## src/rtl/dbus_arbiter.sv

```systemverilog
// Two-master arbiter for the bridge data port: the CPU M-stage has priority, and the DMA engine
// is protected by a starvation counter and may hold the bus for bounded locked bursts.
module dbus_arbiter #(
    parameter int unsigned MAX_WAIT  = 8,
    parameter int unsigned BURST_MAX = 4,
    parameter int unsigned CW        = 4
) (
    input  logic        clk,
    input  logic        reset,
    input  logic        cpu_req,
    input  logic [31:0] cpu_addr,
    input  logic [3:0]  cpu_byteen,
    input  logic [31:0] cpu_wdata,
    output logic [31:0] cpu_rdata,
    output logic        cpu_stall,
    input  logic        dma_req,
    input  logic        dma_lock,
    input  logic [31:0] dma_addr,
    input  logic [3:0]  dma_byteen,
    input  logic [31:0] dma_wdata,
    output logic        dma_gnt,
    output logic [31:0] dma_rdata,
    output logic [31:0] bus_addr,
    output logic [3:0]  bus_byteen,
    output logic [31:0] bus_wdata,
    input  logic [31:0] bus_rdata,
    output logic [1:0]  bus_owner
);

    localparam logic [CW-1:0] MAX_WAIT_C  = CW'(MAX_WAIT);
    localparam logic [CW-1:0] BURST_MAX_C = CW'(BURST_MAX);

    typedef enum logic [1:0] {
        ST_IDLE,
        ST_CPU,
        ST_DMA,
        ST_DMA_LOCK
    } state_t;

    state_t        st;
    logic [CW-1:0] wait_cnt;
    logic [CW-1:0] beat_cnt;
    logic          lock_cont;
    logic          cpu_gnt;
    logic          dma_gnt_w;

    // Combinational grant; a burst that reached BURST_MAX loses its continuation right.
    always_comb begin
        lock_cont = (st == ST_DMA_LOCK) && dma_req && dma_lock && (beat_cnt < BURST_MAX_C);
        cpu_gnt   = 1'b0;
        dma_gnt_w = 1'b0;
        if (reset) begin
            cpu_gnt   = 1'b0;
            dma_gnt_w = 1'b0;
        end else if (lock_cont) begin
            dma_gnt_w = 1'b1;
        end else if (dma_req && (wait_cnt == MAX_WAIT_C)) begin
            dma_gnt_w = 1'b1;
        end else if (cpu_req) begin
            cpu_gnt = 1'b1;
        end else if (dma_req) begin
            dma_gnt_w = 1'b1;
        end
    end

    // Bus mux and per-master return paths.
    always_comb begin
        bus_addr   = 32'd0;
        bus_byteen = 4'd0;
        bus_wdata  = 32'd0;
        cpu_rdata  = 32'd0;
        dma_rdata  = 32'd0;
        if (cpu_gnt) begin
            bus_addr   = cpu_addr;
            bus_byteen = cpu_byteen;
            bus_wdata  = cpu_wdata;
            cpu_rdata  = bus_rdata;
        end else if (dma_gnt_w) begin
            bus_addr   = dma_addr;
            bus_byteen = dma_byteen;
            bus_wdata  = dma_wdata;
            dma_rdata  = bus_rdata;
        end
        dma_gnt   = dma_gnt_w;
        cpu_stall = cpu_req && !cpu_gnt && !reset;
        bus_owner = {dma_gnt_w, cpu_gnt};
    end

    // Owner history and counters; a locked grant that is not a continuation opens a new burst.
    always_ff @(posedge clk) begin
        if (reset) begin
            st       <= ST_IDLE;
            wait_cnt <= '0;
            beat_cnt <= '0;
        end else begin
            if (dma_gnt_w) begin
                st <= dma_lock ? ST_DMA_LOCK : ST_DMA;
            end else if (cpu_gnt) begin
                st <= ST_CPU;
            end else begin
                st <= ST_IDLE;
            end

            if (dma_gnt_w && dma_lock) begin
                beat_cnt <= lock_cont ? beat_cnt + CW'(1) : CW'(1);
            end else begin
                beat_cnt <= '0;
            end

            if (dma_req && !dma_gnt_w) begin
                wait_cnt <= (wait_cnt == MAX_WAIT_C) ? wait_cnt : wait_cnt + CW'(1);
            end else begin
                wait_cnt <= '0;
            end
        end
    end

endmodule

```

## config.mk

```make
export PLATFORM = sky130hd
export DESIGN_NAME = dbus_arbiter
export DESIGN_NICKNAME = d
export VERILOG_FILES = /design/src/rtl/dbus_arbiter.sv
export SDC_FILE = /design/constraint.sdc
export NUM_CORES = 1
export LEC_CHECK = 0
export CAP_MARGIN = 15
export CORE_AREA = 2 2 120 122
export CTS_CLUSTER_SIZE = 28
export DETAILED_ROUTE_END_ITERATION = 8
export DIE_AREA = 0 0 122 124
export PLACE_DENSITY = 0.5
export SYNTH_ARGS = -nofsm -noshare
export SYNTH_HDL_FRONTEND = slang
export SYNTH_SLANG_ARGS = --single-unit
```

## constraint.sdc

```tcl
create_clock -name clk -period 4 [get_ports clk]
set_input_delay 0.8 -clock clk [delete_from_list [all_inputs] [get_ports clk]]
set_output_delay 0.8 -clock clk [all_outputs]
set_load 0.03 [all_outputs]
```

# [Yosys cells after proc, flatten, opt, wreduce, memory -nomap -nowiden]
# Cells that the tools add are included.
[word_totals] ff_bits=10 inputBits=173 out_inout_bits=136 word_cells=48
[op_classes] reduce_logical=14 bitwise=3 eq_ne=2 mux=22 n_addsub=2 n_lt_le_gt_ge=1
[op_table] op="32-bit 2-to-1 mux" n=7
[op_table] op="1-bit 2-to-1 mux" n=12
[op_table] op="4-bit by 1-bit adder with 4-bit output, second input constant" n=2
[op_table] op="1-bit logical AND" n=8
[op_table] op="4-bit 2-to-1 mux" n=2
[op_table] op="4-bit equality test, second input constant" n=1
[op_table] op="4-bit by 3-bit less-than comparator with 1-bit output, second input constant" n=1
[op_table] op="2-bit OR reduction" n=2
[op_table] op="1-bit logical NOT" n=3
[op_table] op="1-bit inverter" n=3
[op_table] op="3-bit OR reduction" n=1
[op_table] op="2-bit equality test, second input constant" n=1
[op_table] op="2-bit 2-to-1 mux" n=1

# [Depth between registers and ports, before layout]
[logic_depth] word_depth=10 depth_mapped=9 depth_no_buf=6

# [Worst setup path after synthesis]
# No wires, ideal clock.
[synth_path] path_type="in2out" start="in dma_lock" end="out dma_rdata[23]" stages=6 t_arrival_ns=2.347 path_slack_ns=0.853 path_buffers=2 t_required_ns=3.200 cell_sequence="nand4_1 > or3_1 > buf_2 > a21oi_1 > clkbuf_1 > and2_1"
[synth_between] elab_chain_cells=6 word_cells_on_any_way=8 classes_between="mux (6); reduce/logical (2)"
[synth_rtl] element="from (decl)" line="17" rtl="input logic dma_lock,"
[synth_rtl] element="1-bit logical AND (2 in series)" line="49" rtl="lock_cont = (st == ST_DMA_LOCK) && dma_req && dma_lock && (beat_cnt < BURST_MAX_C);"
[synth_rtl] element="1-bit 2-to-1 mux" line="55" rtl="end else if (lock_cont) begin"
[synth_rtl] element="1-bit 2-to-1 mux" line="52" rtl="if (reset) begin"
[synth_rtl] element="net dma_gnt" line="21" rtl="output logic dma_gnt,"
[synth_rtl] element="32-bit 2-to-1 mux" line="78" rtl="end else if (dma_gnt_w) begin"
[synth_rtl] element="32-bit 2-to-1 mux" line="73" rtl="if (cpu_gnt) begin"
[synth_rtl] element="to (decl)" line="22" rtl="output logic [31:0] dma_rdata,"
# The timed path passes the listed nets, and every way through them passes these cells.

# [Final worst setup path]
[layout_path] start="in dma_lock" end="out cpu_rdata[25]"
[layout_between] elab_chain_cells=5
[layout_rtl] element="1-bit logical AND (2 in series)" line="49"
[layout_rtl] element="1-bit 2-to-1 mux" line="55"
[layout_rtl] element="1-bit 2-to-1 mux" line="52"
[layout_rtl] element="32-bit 2-to-1 mux" line="73"
[layout_rtl] element="to (decl)" line="14" rtl="output logic [31:0] cpu_rdata,"
# Every way passes these cells.

==> results.md <==
- The final critical path takes up 93.24% of the cycle.
- Setup repair after global routing left no endpoint under its margin.
- After floorplanning, the core was sized to cover 0.01372 mm^2.
- The share of the yosys chip area belonging to registers is 12.75%.
- Setup violations remaining at the end of the flow were counted as 0.
- The cell leakage power is 2.090 nW.
- The run finished with clean final reports.
- The boundary pin count is 309.
- The detailed-router iteration count before antenna repair is 4.
- The effective utilization at floorplan is 11.45%.
- Entering global routing, the biggest net connects 55 pins.
- After routing the design area is 0.004820 mm^2.
- The iteration-0 DRC count of the detailed router is 52.
- The beginning of the worst hold path is beat_cnt[0].
- The initial antenna violation count is 0.
- The overall overflow remaining after global route is 0.
- At the later pin of the worst-skew pair, clock insertion delay measures 0.23 ns.
- The internal portion of the total power is 525.7 uW.
- The number of port buffers is 308.
- Buffers inserted during clock tree synthesis total 3.
- After detailed routing, the total wire length is 10,420 um.
- In this run the remaining antenna-violating nets after routing total 0.
- The maximum operating frequency is 0.2681 GHz.
- STA classifies the critical path startpoint as an input pin.
- The number of global-route vias before repair came to 2,702.
- The net switching power is 284.4 uW.
- The count of cells resized by post-cts repair is 0.
- The number of nets in the synthesized netlist is 377.
- The worst setup path category is input pin to output port.
- Across every metal layer, demand over resource in global routing totals 11.73%.
- For the final database, setup skew stands at 0.001922 ns.
- The vertical die dimension is 124 um.
- The register bit total from synthesis is 10.
- Sorting the synthesized cells by area gives the leading types as a22o_1 (38%), and2_1 (25%), dfxtp_1 (13%).
- The worst setup path startpoint is dma_lock.
- The sum of net half-perimeters after detailed placement is 8801 um.
- Once placement finished, the instance area stood at 0.004745 mm^2.
- The root cell of the clock tree is clkbuf_16.
- The synthesized netlist contains 28 unique library cells.
- The element type at the critical path end is an output port.
- The count of final max-slew check failures is 0.
- Detailed routing inserted a total of 2,762 vias.
- For this run, the post-layout net count is 675.
- The depth of the CTS H-tree is 1.
- The number of sinks driven by the clock tree is 10.
- The count of hold-fix buffers inserted at cts is 0.
- The die is 122 um wide.
- The switching share of power is 35.11%.
- The routability-driven placement congestion ratio is 0.7201.
- Combinational cells account for 66.0% of the total power.
- TritonCTS built the clock tree.
- The power share of the clock group is 21.2%.
- Power spread over the standard cell area amounts to 168.1 mW/mm^2.
- Counting I/O delays and the setup requirement, the final critical path takes 3.729 ns.
- The number of warnings printed during yosys synthesis is 0.
- The final-report hold violation count is 0.
- The layout overhead on the synthesized area is 206.9%.
- Averaged over all synthesized cells, the footprint is 7.812 um^2.
- The final setup TNS is 0 ns.
- The worst IR drop on VDD is 0.0001020 V.
- The average wire per cell in the routed design is 15.39 um.
- The top fanout value on the critical path is 35.
- The proportion of power drawn by flip-flops and latches is 12.8%.
- The fraction of final layout cells with drive strength greater than 1 is 24.14%.
- Hold timing on the final database bottoms out at a slack of 0.5227 ns.
- In the synthesized netlist, the number of instances is 201.
- The number of rows in the core area is 43.
- The post-CTS repair timing setup buffer count is 0.
- The routed via count divided by cell count is 4.080.
- The proportion of netlist area held by the largest area contributor is 37.93%.
- The count of antenna diodes in the layout is 0.
- The clock passes through at most 2 buffers.
- The arrival time of the worst setup path is 2.93 ns.
- The launching point of the worst reg2reg path is wait_cnt[0].
- The largest total area in the synthesized netlist belongs to a22o_1.
- The tool flagged a number of max-cap violations equal to 0.
- The DRC violation count after routing is 0.
- The cell area that synthesis handed to floorplanning was 0.001570 mm^2.
- After clock tree synthesis, the clock-pin slew on the worst setup and hold paths is 0.04 ns.
- The class of the most critical hold timing path is flop to flop.
- At the worst endpoint, the required time is 3.20 ns.
- The wire length of the first global-routing pass is 14,030 um.
- The die covers 0.01513 mm^2.
[per-stage QoR]
step,setup WS [ns],std cells,total power [mW],utilization [%]
final,0.2705,677,0.8102,35.13
after floorplan,0.8526,201,0.3298,-
after global routing,0.1845,677,0.8508,35.13
after global placement,0.3008,674,0.6448,34.58
after detailed placement,0.2666,674,0.6442,34.58
after CTS,0.2519,677,0.8220,35.13
[cells by family (layout without fill, tap and decap cells)]
family                   after synthesis  count (layout)  share of synthesized area [%]
other                                  1               1                         0.2388
flip-flops                            10              10                          12.75
buffers and inverters                 30             326                          10.28
adder cells (fa/ha/maj)                3               3                          2.391
XOR/XNOR                               4               4                          2.231
AND/OR/NAND/NOR                       78              78                          31.32
AO/OA/AOI/OAI                         75              75                          40.80
[synthesized netlist by cell type (all sizes together)]
library cell  number
nand2              2
and3               3
conb               1
nand4              1
a211oi             1
buf               15
xor2               1
a21o               1
o21ai              2
nand3              1
and3b              1
ha                 3
a22o              68
and2              64
dfxtp             10
and4               1
inv                4
nor3               1
nand3b             1
o211a              1
nor3b              1
clkbuf            11
and4b              1
a21oi              2
xnor2              3
or3                1
[area by class of cell]
| cell class | instances | area, um^2 |
|---|---|---|
| Clock buffer | 3 | 75.07 |
| Tap cell | 180 | 225.2 |
| Multi-Input combinational cell | 161 | 1224 |
| Fill cell | 1390 | 8900 |
| Inverter | 4 | 15.01 |
| Timing Repair Buffer | 319 | 3080 |
| Sequential cell | 10 | 200.2 |
[metal layers]
| layer | vias up | global-route usage, % | wire length (um) |
|---|---|---|---|
| met5 | - | 0 | 0 |
| met4 | 0 | 2.083 | 86 |
| met3 | 10 | 4.625 | 1380 |
| met2 | 185 | 22.94 | 5509 |
| met1 | 1234 | 11.79 | 3443 |
| li1 | 1333 | - | - |
[cells in the final DEF (no fill, tap or decap), drive strengths merged, types with 2 or more instances in the layout]
cell	synthesis	routed
clkbuf	11	3
and2	64	64
nand2	2	2
ha	3	3
clkdlybuf4s50	0	204
inv	4	4
xnor2	3	3
buf	15	115
dfxtp	10	10
a22o	68	68
a21oi	2	2
and3	3	3
o21ai	2	2
[final timing paths]
check / end / slack (ns) / cells after the start
worst max register to register: st[0] / 1.95 / 8
worst min register to register: beat_cnt[0] / 0.52 / 2
worst max-delay path: cpu_rdata[25] / 0.27 / 6
worst min-delay path: beat_cnt[0] / 0.52 / 2
[registers in the layout, indices dropped and copies added (netlist names)]
| signal | cells |
|---|---|
| beat_cnt | 4 |
| wait_cnt | 4 |
| st | 2 |
[worst max-delay path, stage by stage]
cell	delay, ns
clkdlybuf4s50_1	0.50
nand4_1	0.08
or3_1	0.39
and4b_4	0.34
and2_1	0.21
clkdlybuf4s50_1	0.60
[power by group through the flow]
stage	sequential (mW)	combinational (mW)	clock, mW
6_report	0.104	0.534	0.172
5_1_grt	0.104	0.564	0.182
4_1_cts	0.104	0.541	0.177
3_5_place_dp	0.106	0.539	0
3_3_place_gp	0.106	0.539	0
2_1_floorplan	0.105	0.225	0
Note: power is estimated with default switching activity, not from simulation.
==> patch 1 (config.mk and constraints unchanged) <==
Set the parameter `CW` to 8 (it was 4).
--- a/src/rtl/dbus_arbiter.sv
+++ b/src/rtl/dbus_arbiter.sv
@@ -5,3 +5,3 @@
     parameter int unsigned BURST_MAX = 4,
-    parameter int unsigned CW        = 4
+    parameter int unsigned CW        = 8
 ) (
Check against the original RTL: no difference found for any inputs over 10 cycles, from zero or initial values and one cycle with reset high; that may be too few to reach the edited logic, so the function may still have changed.
==> patch 1 against the unedited design <==
Setup slack got worse by 0.11 ns; first-iteration DRC count rose by 73%; power rose by 15%; sequential power rose by 79%; area after synthesis rose by 21%; wire length rose by 12%; sequential cell count rose by 8; utilization rose by 1.8 points; non-clock buffer count fell by 3; sequential share of layout area rose by 3.0 points; fmax fell by 2.8%; hold slack got worse by 0.064 ns; cell area rose by 5.2%; clock skew fell by 0.00068 ns; critical path type unchanged; largest cell class unchanged.
==> patch 1: results (changes against the unedited design) <==
drt wl/cell 16.5 µm (+7.1%); nets 702 (+4.0%); GR Util met2 0.254 (+0.0248); Final non-clock buffer share 0.596 (-0.0435); top cell types by occurrence after synthesis a22o_1 (68), and2_1 (64), dfxtp_1 (18); global router's overall resource usage 0.131 (+0.0138); Sw Share 0.328 (-0.0235); clock-cell share of area 0.0175 (+0.00194); GPL Wtd Cong 0.755 (+4.8%); syn_area_per_cell 8.35 µm² (+6.8%); biggest regs beat_cnt (8), wait_cnt (8), st (2); Max rail drop VDD 0.000147 V (+44%); CP Data Arrival Time 3.04 ns (+0.11 ns); placed cell areas 4980 µm² (+5.0%); critical path peak fanout 53 (+51%); FILL cells 1,389 (-0.072%); Largest stage delay, worst path 0.49 ns (-0.11 ns); register share of total power 0.199 (+0.071); GR Util met3 0.0371 (-0.00916); # clock sinks 18 (+8); layout cells sized above 1 0.246 (+0.00427); grt met1 use 0.143 (+0.0255); power share of the clock group 0.231 (+0.019); library cells used by synthesis 27 (-3.6%); Iter 0 DRT Violations 90 (+73%); Seq/Total Area, Yosys 0.189 (+0.0619); top cells by area, synth a22o_1 (31%), and2_1 (21%), dfxtp_1 (19%), buf_6 (4.7%), and3_1 (3.6%); #MultiIn Comb 183 (+14%); clock buffers 4 (+1); Clock Skews 0.00124 ns (-0.000678 ns); multi-input combinational area share 0.268 (+0.0146); first-pass GRT wire length 15,500 µm (+10%); final wirelength 11,600 µm (+12%); number of global-route vias before repair 2,823 (+4.5%); outcome finished, final reports clean; routed vias/inst 4.07 (-0.29%); leakage 2.22 nW (+6.3%); Post-DP HPWL 9780 µm (+11%); Area growth syn-to-layout 166%
==> patch 1: layer usage <==
metal	part of all wire	wire (µm)
met5	0	0
met1	0.35	4080
met2	0.54	6250
met4	0.0058	67
met3	0.10	1220
==> patch 1: cells by family (layout without fill, tap and decap cells) <==
kind of cell,Yosys count,in the layout,synth area share
xor gates and xnor gates,8,8,0.0368
and+or+nand+nor,93,93,0.303
AOI/OAI and AO/OA,73,73,0.330
DFF,18,18,0.189
buffers and inverters,31,324,0.113
adders and majority gates,3,3,0.0197
other,1,5,0.00197
muxes,1,1,0.00592
==> patch 1: final timing paths <==
path                             from                       end  slack [ns]  cells after the start
min reg2reg    beat_cnt[0]$_SDFF_PP0_    beat_cnt[0]$_SDFF_PP0_        0.46                      1
max reg2reg  wait_cnt[0]$_SDFFE_PP0P_  wait_cnt[5]$_SDFFE_PP0P_        1.76                      7
max                          dma_lock               bus_addr[7]        0.16                      7
min            beat_cnt[0]$_SDFF_PP0_    beat_cnt[0]$_SDFF_PP0_        0.46                      1
==> patch 2 (same settings) <==
Without the edit above. Reset style: asynchronous (`reset`), changed in one clocked block.
--- a/src/rtl/dbus_arbiter.sv
+++ b/src/rtl/dbus_arbiter.sv
@@ -89,3 +89,3 @@
     // Owner history and counters; a locked grant that is not a continuation opens a new burst.
-    always_ff @(posedge clk) begin
+    always_ff @(posedge clk or posedge reset) begin
         if (reset) begin
Check against the original RTL: same outputs for any inputs over 10 cycles, from zero or initial values and one cycle with reset high; that may be too few to reach the edited logic, so the function may still have changed.
==> patch 2 against the unedited design <==
Clock skew hardly changed; critical endpoint is now bus_wdata[16]; sequential cell count stayed put; cell area is 4.5% higher; setup slack worse by 0.13 ns; power is 11% higher; cell count is 1.5% higher; clock power is 15% higher; area after synthesis is 21% higher; synthesized cell count is 9.0% higher; wire length is 23% higher.
==> patch 2: results (changes against the unedited design) <==
Num CTS Buffers 3 (unchanged); hold path endpoint wait_cnt[0]$_DFFE_PP0P_; initial antenna violation count 0 (unchanged); ys async rst share 1.00 (+1.00); FF-to-FF Start wait_cnt[0]$_DFFE_PP0P_; nets 684 (+1.3%); Top FF cell, synth dfrtp_1; library cells used by synthesis 34 (+21%); RR Endpoint st[0]$_DFF_PP0_; Worst Hold Launch wait_cnt[0]$_DFFE_PP0P_; Max rail drop VDD 0.000102 V (about the same); Worst-path clk slew 0.04 ns (about the same); critical path peak fanout 46 (+31%); top cells by area, synth a32o_1 (36%), dfrtp_1 (13%), and2_1 (11%), and3_1 (11%), buf_6 (8.3%); Min Hold Slack 0.583 ns (+0.0603 ns); first-pass GRT wire length 17,900 µm (+27%); syn nets 395 (+4.8%); YS warnings 0 (unchanged); FILL cells 1,402 (+0.86%); cell count after synthesis 219 (+9.0%); Post-DP HPWL 10,600 µm (+20%); top cell types by occurrence after synthesis a32o_1 (68), and2_1 (34), and3_1 (34); TritonRoute pass-1 iters 4 (unchanged); number of global-route vias before repair 3,180 (+18%); ANT cells 0 (unchanged); Worst Reg2Reg Path Length in Cells 6 (-2); via count 3,125 (+13%); outcome finished, final reports clean; placed cell areas 4950 µm² (+4.2%); HP Class flip-flop to flip-flop; GPL Wtd Cong 0.791 (+9.9%); biggest regs beat_cnt (4), wait_cnt (4), st (2); Clock Skews 0.00152 ns (-0.000399 ns); Seq/Total Area, Yosys 0.131 (+0.00374); setup bufs post-CTS 0 (unchanged); Iter 0 DRT Violations 126 (+140%); CP Data Arrival Time 3.06 ns (+0.13 ns); final wirelength 12,800 µm (+23%); FF-to-FF setup slack 2.14 ns (+0.19 ns); clk root buf clkbuf_16; drt wl/cell 18.6 µm (+21%); CTS resizes 0 (unchanged); clock buffer depth 2 (unchanged); global router's overall resource usage 0.151 (+0.0335); layout cells sized above 1 0.227 (-0.0146); H-tree lvl count 1 (unchanged); leakage 2.17 nW (+3.7%); pin count of the biggest net entering global routing 52 (-5.5%); IO buf count 308 (unchanged); hold path depth 1 (-1); worst skew pair latency 0.24 ns
[patch 2: cell families after synthesis]
group / share of synthesized area
adders and majority gates: 0.0197
other: 0.00197
xor gates and xnor gates: 0.00919
AOI/OAI and AO/OA: 0.398
buffers and inverters: 0.144
DFF: 0.131
muxes: 0.0105
and+or+nand+nor: 0.285
[patch 2: worst max-delay path by stage]
stage          startpoint  cells past startpoint            end  slack (ns)
6_report          dma_req                      5  bus_wdata[16]        0.14
5_1_grt           dma_req                      5  cpu_rdata[16]       0.007
4_1_cts           dma_req                      5   cpu_rdata[4]        0.12
3_5_place_dp      dma_req                      5   cpu_rdata[4]        0.12
3_3_place_gp      dma_req                      5   bus_wdata[5]        0.17
2_1_floorplan       reset                      5   bus_owner[1]         1.0
[patch 2: per-stage QoR]
stage                     setup WS [ns]  utilization
after floorplan                   0.997            -
after global placement            0.171        0.361
after detailed placement          0.121        0.361
after CTS                         0.120        0.367
after global routing            0.00686        0.367
final                             0.144        0.367
[patch 2: worst max-delay path, cell delays in order]
cell,delay (ns)
clkdlybuf4s50_1,0.59
nand4b_4,0.26
o211a_4,0.50
a32o_1,0.21
clkdlybuf4s50_1,0.69
[patch 2: cell type report]
type / instances / area, µm² / share of cell area
inverters: 5 / 20.0 / 0.00398
flip-flops and latches: 10 / 250 / 0.0497
multi-input cells: 168 / 1400 / 0.278
clock buffers: 4 / 88.8 / 0.0176
well taps: 180 / 225 / 0.0447
repair buffers: 320 / 3050 / 0.606
[patch 2: routing by layer]
layer / global-route usage / vias to the layer above / wire (µm)
met5: 0 / - / 0
met4: 0.0208 / 0 / 80
met3: 0.0366 / 6 / 1210
met2: 0.268 / 192 / 6250
met1: 0.189 / 1463 / 5270
li1: - / 1464 / -
[patch 2: power breakdown]
part | internal (mW) | switching (mW)
Combinational | 0.308 | 0.282
Sequential | 0.107 | 0.00453
Clock | 0.150 | 0.0468
